`src/rtl/output_drain.sv`:
```
// ============================================================================
// Module   : output_drain
// Purpose  : Buffers systolic column results in a small FIFO and drains a
//            snapshot of them to the unified buffer through a ready/valid port.
// Options  : OUTPUT_DRAIN_OVF_FLAG_EN enables the sticky overflow flag.
// Revision : 1.0 - initial release
// ============================================================================
`default_nettype none

module output_drain #(
  parameter int DEPTH  = 4,
  parameter int ADDR_W = 8
) (
  input  logic                       clk,
  input  logic                       rst,
  input  logic                       col_valid_in,
  input  logic signed [15:0]         col_data_in,
  input  logic                       drain_start_in,
  input  logic [ADDR_W-1:0]          drain_base_addr_in,
  input  logic                       ub_wr_ready_in,
  output logic                       ub_wr_valid_out,
  output logic signed [15:0]         ub_wr_data_out,
  output logic [ADDR_W-1:0]          ub_wr_addr_out,
  output logic                       drain_busy_out,
  output logic                       drain_done_out,
  output logic [$clog2(DEPTH):0]     count_out,
  output logic                       ovf_out
);

  localparam int PTR_W = $clog2(DEPTH);
  localparam int CNT_W = PTR_W + 1;

  localparam logic [1:0] ST_IDLE  = 2'd0;
  localparam logic [1:0] ST_DRAIN = 2'd1;
  localparam logic [1:0] ST_DONE  = 2'd2;

  logic signed [15:0] mem_q [DEPTH];
  logic [PTR_W-1:0]   wr_ptr_q;
  logic [PTR_W-1:0]   rd_ptr_q;
  logic [CNT_W-1:0]   count_q;
  logic [CNT_W-1:0]   remaining_q;
  logic [1:0]         state_q;
  logic [1:0]         state_d;
  logic [ADDR_W-1:0]  addr_q;
  logic [ADDR_W-1:0]  out_addr_q;
  logic signed [15:0] out_data_q;
  logic               out_valid_q;
  logic               done_q;

  logic w_full;
  logic w_enq;
  logic w_hs;
  logic w_pop;

  assign w_full = (count_q == CNT_W'(DEPTH));
  assign w_enq  = col_valid_in && !w_full;
  assign w_hs   = out_valid_q && ub_wr_ready_in;
  assign w_pop  = (state_q == ST_DRAIN) && (remaining_q != '0) && (!out_valid_q || w_hs);

  always_comb begin
    state_d = state_q;
    case (state_q)
      ST_IDLE:  if (drain_start_in) state_d = (count_q != '0) ? ST_DRAIN : ST_DONE;
      ST_DRAIN: if (w_hs && (remaining_q == '0)) state_d = ST_DONE;
      ST_DONE:  state_d = ST_IDLE;
      default:  state_d = ST_IDLE;
    endcase
  end

  // Storage is not reset: clearing the pointers and count discards its contents.
  always_ff @(posedge clk) begin
    if (w_enq) mem_q[wr_ptr_q] <= col_data_in;
  end

  always_ff @(posedge clk) begin
    if (rst) begin
      wr_ptr_q <= '0;
      rd_ptr_q <= '0;
      count_q  <= '0;
    end else begin
      if (w_enq) wr_ptr_q <= wr_ptr_q + 1'b1;
      if (w_pop) rd_ptr_q <= rd_ptr_q + 1'b1;
      case ({w_enq, w_pop})
        2'b10:   count_q <= count_q + 1'b1;
        2'b01:   count_q <= count_q - 1'b1;
        default: count_q <= count_q;
      endcase
    end
  end

  always_ff @(posedge clk) begin
    if (rst) begin
      state_q     <= ST_IDLE;
      remaining_q <= '0;
      addr_q      <= '0;
      out_valid_q <= 1'b0;
      out_data_q  <= '0;
      out_addr_q  <= '0;
      done_q      <= 1'b0;
    end else begin
      state_q <= state_d;
      // The pulse follows the DONE state by one edge, so an empty drain
      // reports completion two cycles after the request, like the first write.
      done_q  <= (state_q == ST_DONE);
      if ((state_q == ST_IDLE) && drain_start_in) begin
        remaining_q <= count_q;
        addr_q      <= drain_base_addr_in;
      end
      if (w_pop) begin
        remaining_q <= remaining_q - 1'b1;
        out_valid_q <= 1'b1;
        out_data_q  <= mem_q[rd_ptr_q];
        out_addr_q  <= addr_q;
        addr_q      <= addr_q + 1'b1;
      end else if (w_hs) begin
        out_valid_q <= 1'b0;
      end
    end
  end

`ifdef OUTPUT_DRAIN_OVF_FLAG_EN
  logic ovf_q;

  always_ff @(posedge clk) begin
    if (rst) begin
      ovf_q <= 1'b0;
    end else if (col_valid_in && w_full) begin
      ovf_q <= 1'b1;
    end
  end

  assign ovf_out = ovf_q;
`else
  assign ovf_out = 1'b0;
`endif

  assign ub_wr_valid_out = out_valid_q;
  assign ub_wr_data_out  = out_data_q;
  assign ub_wr_addr_out  = out_addr_q;
  assign drain_busy_out  = (state_q == ST_DRAIN);
  assign drain_done_out  = done_q;
  assign count_out       = count_q;

endmodule

`default_nettype wire

```
`config.mk`:
```
export PLATFORM = sky130hd
export DESIGN_NAME = output_drain
export DESIGN_NICKNAME = d
export VERILOG_FILES = /design/src/rtl/output_drain.sv
export SDC_FILE = /design/constraint.sdc
export NUM_CORES = 1
export LEC_CHECK = 0
export BUFFER_PORTS_ARGS = -buffer_cell sky130_fd_sc_hd__buf_4
export CORE_UTILIZATION = 50
export CTS_CLUSTER_SIZE = 10
export DETAILED_ROUTE_END_ITERATION = 12
export GPL_TIMING_DRIVEN = 0
export PLACE_DENSITY = 0.81
export SLEW_MARGIN = 20
export SYNTH_ARGS = -nofsm -noshare
export SYNTH_HDL_FRONTEND = slang
export SYNTH_SLANG_ARGS = --single-unit
```
`constraint.sdc`:
```
create_clock -name clk -period 3.33 [get_ports clk]
set_input_delay 0.333 -clock clk [delete_from_list [all_inputs] [get_ports clk]]
set_output_delay 0.333 -clock clk [all_outputs]
set_load 0.01 [all_outputs]
```
Yosys cells after proc, flatten, opt, wreduce, memory -nomap -nowiden:

Memories as Yosys holds them, arrays and structs flattened. A register that Yosys moved wholly into a read port is not among the register bits.
Index checks and enable logic that the tools add are counted.

* output and inout bits: 31
* latch bits: 0
* RAM bits: 64
* memories kept: 1
* bits of input ports: 29
* memory bits (read-only): 0
* register bits after elaboration: 30

* bitwise gates (word level): 0
* divide/modulo/power cells: 0
* magnitude comparators: 0
* add/subtract/negate cells: 6
* shift-type cells: 0
* eq/ne operators: 7
* reductions and logical operators: 17
* $mul: 0
* muxes and demuxes: 13

Memories
* mem_q: depth 4, width 16, read ports 1, clocked after Yosys merged registers in 1, write ports 1, line 37 `logic signed [15:0] mem_q [DEPTH];`

Operator list (number)
* 8-bit 2-to-1 mux: 2
* 8-bit by 1-bit adder with 8-bit output, second input constant: 1
* 1-bit logical AND: 6
* 2-bit 2-to-1 mux: 3
* 3-bit 2-to-1 mux: 2
* 3-bit case mux with 2 select lines: 1
* 2-bit nonzero test: 3
* 3-bit nonzero test: 2
* 3-bit by 1-bit subtractor with 3-bit output, second input constant: 2
* 2-bit by 1-bit adder with 2-bit output, second input constant: 2
* 2-bit by 1-bit equality test with 1-bit output, second input constant: 2
* 2-bit equality test, second input constant: 2
* 1-bit 2-to-1 mux: 4
* 2-bit case mux with 2 select lines: 1
* 3-bit by 1-bit adder with 3-bit output, second input constant: 1
* 3-bit equality test, second input constant: 1
* 3-bit zero test: 1
* 1-bit zero test: 2
* 2-bit zero test: 1
* 2-bit by 1-bit != test with 1-bit output, second input constant: 1
* 2-bit != test, second input constant: 1
* 2-bit AND reduction: 1
* 1-bit logical OR: 1

Longest topological paths before layout:

* depth in word-level cells: 5
* mapped depth: 13
* depth with buffers taken out: 12

Worst setup path after synthesis:

No wires, ideal clock.

* path type: flip-flop to flip-flop
* start point: register remaining_q[0]
* end point: register count_q[2], in the netlist count_out[2]
* setup time: 0.070 ns
* required time: 3.260 ns
* period minus slack after synthesis: 2.568 ns
* setup slack: 0.762 ns
* arrival: 2.498 ns
* stages on the path, launching flop included: 14
* buffers on the path: 1
* cells stage by stage: dfxtp_1 -> inv_1 -> ha_1 -> ha_1 -> nor3b_2 -> nand2_1 -> inv_2 -> buf_2 -> ha_1 -> inv_1 -> fa_1 -> xor2_1 -> or3_1 -> a21oi_1

* longest elaborated chain between the ends: 5
* elaborated cells between the ends (all ways): 7
* classes of those cells: eq/ne (2); mux (1); reduce/logical (4)

RTL lines
* start, declared: line 41 `logic [CNT_W-1:0] remaining_q;`
* start signal, assigned: line 106 `remaining_q <= count_q;`
* start signal, assigned: line 110 `remaining_q <= remaining_q - 1'b1;`
* 3-bit nonzero test *: line 58 `assign w_pop = (state_q == ST_DRAIN) && (remaining_q != '0) && (!out_valid_q || w_hs);`
* 1-bit logical AND * (2 in a row): line 58
* via w_pop: line 53 `logic w_pop;`
* 2-bit by 1-bit equality test with 1-bit output / 2-bit equality test (equally long branches): line 83 `case ({w_enq, w_pop})`
* 3-bit case mux with 2 select lines / 2-bit nonzero test (equally long branches)
* end signal, assigned: line 84 `2'b10: count_q <= count_q + 1'b1;`
* end signal, assigned: line 85 `2'b01: count_q <= count_q - 1'b1;`
* end signal, assigned: line 86 `default: count_q <= count_q;`
* end, declared: line 40 `logic [CNT_W-1:0] count_q;`

The timed path passes the listed nets; every way through them passes the cells marked *.
A chain may end at the register's enable or synchronous reset.

Worst setup path in the final report:

Ends and elaborated chain as after synthesis.

==> out/qor.csv <==
stage;metric;value;unit
sta;Final Max Tran Viols;0;
synth;EDFF count, synth;64;
clocking;htree depth;3;
critical_path;most used cell along the critical path;ha_1;
power_and_ir_drop;PD cells;508;nW/um^2
detailed_routing;via count;2770;
critical_path;slowest stage delay, CP;0.37;ns
detailed_routing;DR DRC count;0;
critical_path;Slowest-stage cell, CP;fa_1;
placement;dpl hpwl;5750;um
sta;Final setup viols;0;
power_and_ir_drop;leakage dissipation;1.78;nW
floorplan;area of the die;8980;sq um
sta;clock period minus worst slack;3.07;ns
finish;Filler Cell Count;674;
synth;async set-reset flop share out of synthesis;0;%
global_route;vias in the first global route;2754;
synth;register bit count reported by yosys;110;
power_and_ir_drop;Int Power;0.00191;W
finish;fin nets;434;
flow_run;max cap viols;0;
clocking;latest clock arrival within the worst-skew pair;0.37;ns
sta;Final Hold Vio Count;0;
placement;DP Worst Slack;0.306;ns
synth;Syn Inst Count;327;
finish;footprint of the multi-input gates;1340;sq um
synth;synth unique cells;42;
clocking;Inserted Clock Buffers;9;
sta;Worst Skew;0.00946;ns
clocking;CTS tree;built;
critical_path;maximum net fanout on the critical path;10;
synth;top post-synthesis cells by count;edfxtp_1 (64), nand2_1 (57), dfxtp_1 (46);
placement;Placer Congestion;0.805;
sta;Worst-Margin Slew;0.911;ns
power_and_ir_drop;Clock power frac;30.5;%
sta;worst rel slew slack;39.3;%
synth;Synth Cell Area;4300;sq um
power_and_ir_drop;sequential fraction of design power;60.1;%
synth;Synth area leaders;edfxtp_1 (45%), dfxtp_1 (21%), mux4_2 (8.4%);
synth;ys flop type;edfxtp_1;
floorplan;Core ar.;8260;sq um
critical_path;cells on worst reg2reg path;13;
critical_path;CP Class;flip-flop to flip-flop;
detailed_routing;starting DRC count in detailed routing;137;
finish;share of post-route cells with drive strength above 1;25.4;%
global_route;gr ovfl total;0;
sta;Final period util;92.2;%
clocking;Clock transition at path regs;0.11;ns
sta;RSZ-0062 raised after global routing;false;
synth;sequential area share after synthesis;66.0;%
floorplan;Die Height;94.8;um
status;outcome;finished, final reports clean;
critical_path;CP arrival;3.38;ns
synth;most common cell in the netlist;edfxtp_1;
detailed_routing;Post-DRT Antenna Nets;0;
clocking;Root Driver;clkbuf_8;
finish;antenna cells;0;
floorplan;Top-Level Pins;60;
detailed_routing;Initial DRT Pass Iterations;4;
floorplan;Die X-Extent;94.8;um
sta;worst setup margin;0.260;ns
global_route;GRT Resource Usage Total;20.6;%
global_route;initial antenna violation count;0;
detailed_routing;WL final;8480;um
finish;synth-to-layout area growth;17.8;%
critical_path;CP required;3.64;ns
critical_path;CP Depth;13;
power_and_ir_drop;Peak VDD IR;0.352;mV
placement;I/O Buffers;58;
critical_path;Critical Path End Type;flip-flop;
detailed_routing;WL/cell;16.8;um
sta;Max Fclk;0.326;GHz
clocking;cts hold-fix bufs;0;
finish;Final Cell Area;5070;sq um
power_and_ir_drop;switching power;0.000661;W
placement;placed cell area;4870;sq um
synth;Post-Syn Nets;365;
global_route;first-pass GRT wire length;13600;um
synth;total number of yosys warnings;0;
sta;setup TNS;0;ns
floorplan;initial core utilization;52.1;%
global_route;largest net degree at the start of global routing;22;
placement;Placed Cells;490;
synth;post-synth top area share;44.7;%
finish;Register Area;2840;sq um
clocking;postcts setup bufs;0;
detailed_routing;drt via density;5.47;
critical_path;worst path bufs/invs;4;
finish;non-filler cells, final;506;
critical_path;critical-path cell list;inv_1, ha_1, ha_1, nor3b_2, nand2_1, inv_2, buf_2, ha_1, inv_1, fa_1, xor2_1, or3_1, a21oi_1;
clocking;post-cts resize count;0;
synth;Yosys top cell by area;edfxtp_1;
critical_path;CP delay by family, top;adder cells;
worst_hold_path;worst hold path class;input pin to flip-flop;
power_and_ir_drop;Sw Share;25.7;%
synth;syn_area_per_cell;13.2;sq um
critical_path;CP Launch Type;flip-flop;
power_and_ir_drop;combinational share of power;9.4;%
floorplan;Rows;33;
clocking;clk buf depth;2;
clocking;clk sink count;110;
worst_hold_path;hold depth;1;
==> registers in the layout (all words and copies together), names as in the netlist, 2 cells and up <==
name	cells
mem_q	64
ub_wr_data_out	16
addr_q	8
ub_wr_addr_out	8
count_out	3
remaining_q	3
rd_ptr_q	2
state_q	2
wr_ptr_q	2
==> metrics by stage <==
stage | hold slack, ns | total power, W | utilization [%]
2_1_floorplan | 0.432 | 0.00172 | -
3_3_place_gp | 0.446 | 0.00180 | 59.0
3_5_place_dp | 0.452 | 0.00182 | 59.0
4_1_cts | 0.126 | 0.00259 | 61.4
5_1_grt | 0.123 | 0.00268 | 61.4
6_report | 0.145 | 0.00257 | 61.4
==> placed cells by master (no fill, tap or decap), drive strengths merged, types with 2 or more instances in the layout <==
| cell type | instances |
|---|---|
| a31oi | 2 |
| nor2b | 3 |
| inv | 16 |
| edfxtp | 64 |
| o31a | 2 |
| a21oi | 36 |
| ha | 8 |
| a211oi | 6 |
| clkbuf | 12 |
| nor3 | 2 |
| nand2b | 3 |
| xor2 | 3 |
| o22ai | 2 |
| nand2 | 57 |
| buf | 72 |
| or3 | 2 |
| nor2 | 10 |
| mux2i | 2 |
| clkinvlp | 2 |
| a32oi | 2 |
| xnor2 | 2 |
| mux4 | 16 |
| o21ai | 7 |
| nor3b | 3 |
| nand3 | 4 |
| and2 | 4 |
| nand4 | 2 |
| dfxtp | 46 |
==> cells by family after synthesis <==
| kind of cell | after synthesis | share of synthesized area (%) |
|---|---|---|
| flip-flops | 110 | 66.0 |
| buffers and inverters | 29 | 2.91 |
| multiplexers | 18 | 8.84 |
| XOR/XNOR | 5 | 1.02 |
| adder cells (fa/ha/maj) | 9 | 2.79 |
| AO/OA/AOI/OAI | 60 | 7.97 |
| AND/OR/NAND/NOR | 95 | 10.3 |
| other | 1 | 0.0871 |
==> layout make-up <==
type                       instances  share of cell area (%)
buffer                            17                    1.58
clock buffer                       9                    2.44
clock inverter                     7                    1.46
inverter                          12                   0.889
multi-input combinational        188                    26.4
sequential                       110                    56.1
tap                              105                    2.59
timing repair buffer              58                    8.59
==> power groups by stage <==
stage	sequential [W]	clock (W)	combinational (W)
finish	0.00155	0.000785	0.000242
global route	0.00155	0.000854	0.000268
CTS	0.00155	0.000801	0.000244
detailed placement	0.00158	0	0.000243
global placement	0.00157	0	0.000230
floorplan	0.00157	0	0.000147
==> routing by layer <==
metal	track usage (%)	wire, um	part of all wire, %
met1	25.9	3500	41
met2	34.2	4380	52
met3	4.99	488	5.8
met4	8.08	113	1.3
met5	0	0	0
==> worst paths after layout <==
check                              endpoint                           start  slack [ns]
max               count_out[2]$_SDFFE_PP0P_     remaining_q[0]$_SDFFE_PP0P_        0.26
min                   mem_q[3][4]$_DFFE_PP_                  col_data_in[4]        0.14
max reg2reg       count_out[2]$_SDFFE_PP0P_     remaining_q[0]$_SDFFE_PP0P_        0.26
min reg2reg  ub_wr_data_out[8]$_SDFFE_PP0N_  ub_wr_data_out[8]$_SDFFE_PP0N_        0.47
No activity file was read; power rests on OpenSTA's default activity.
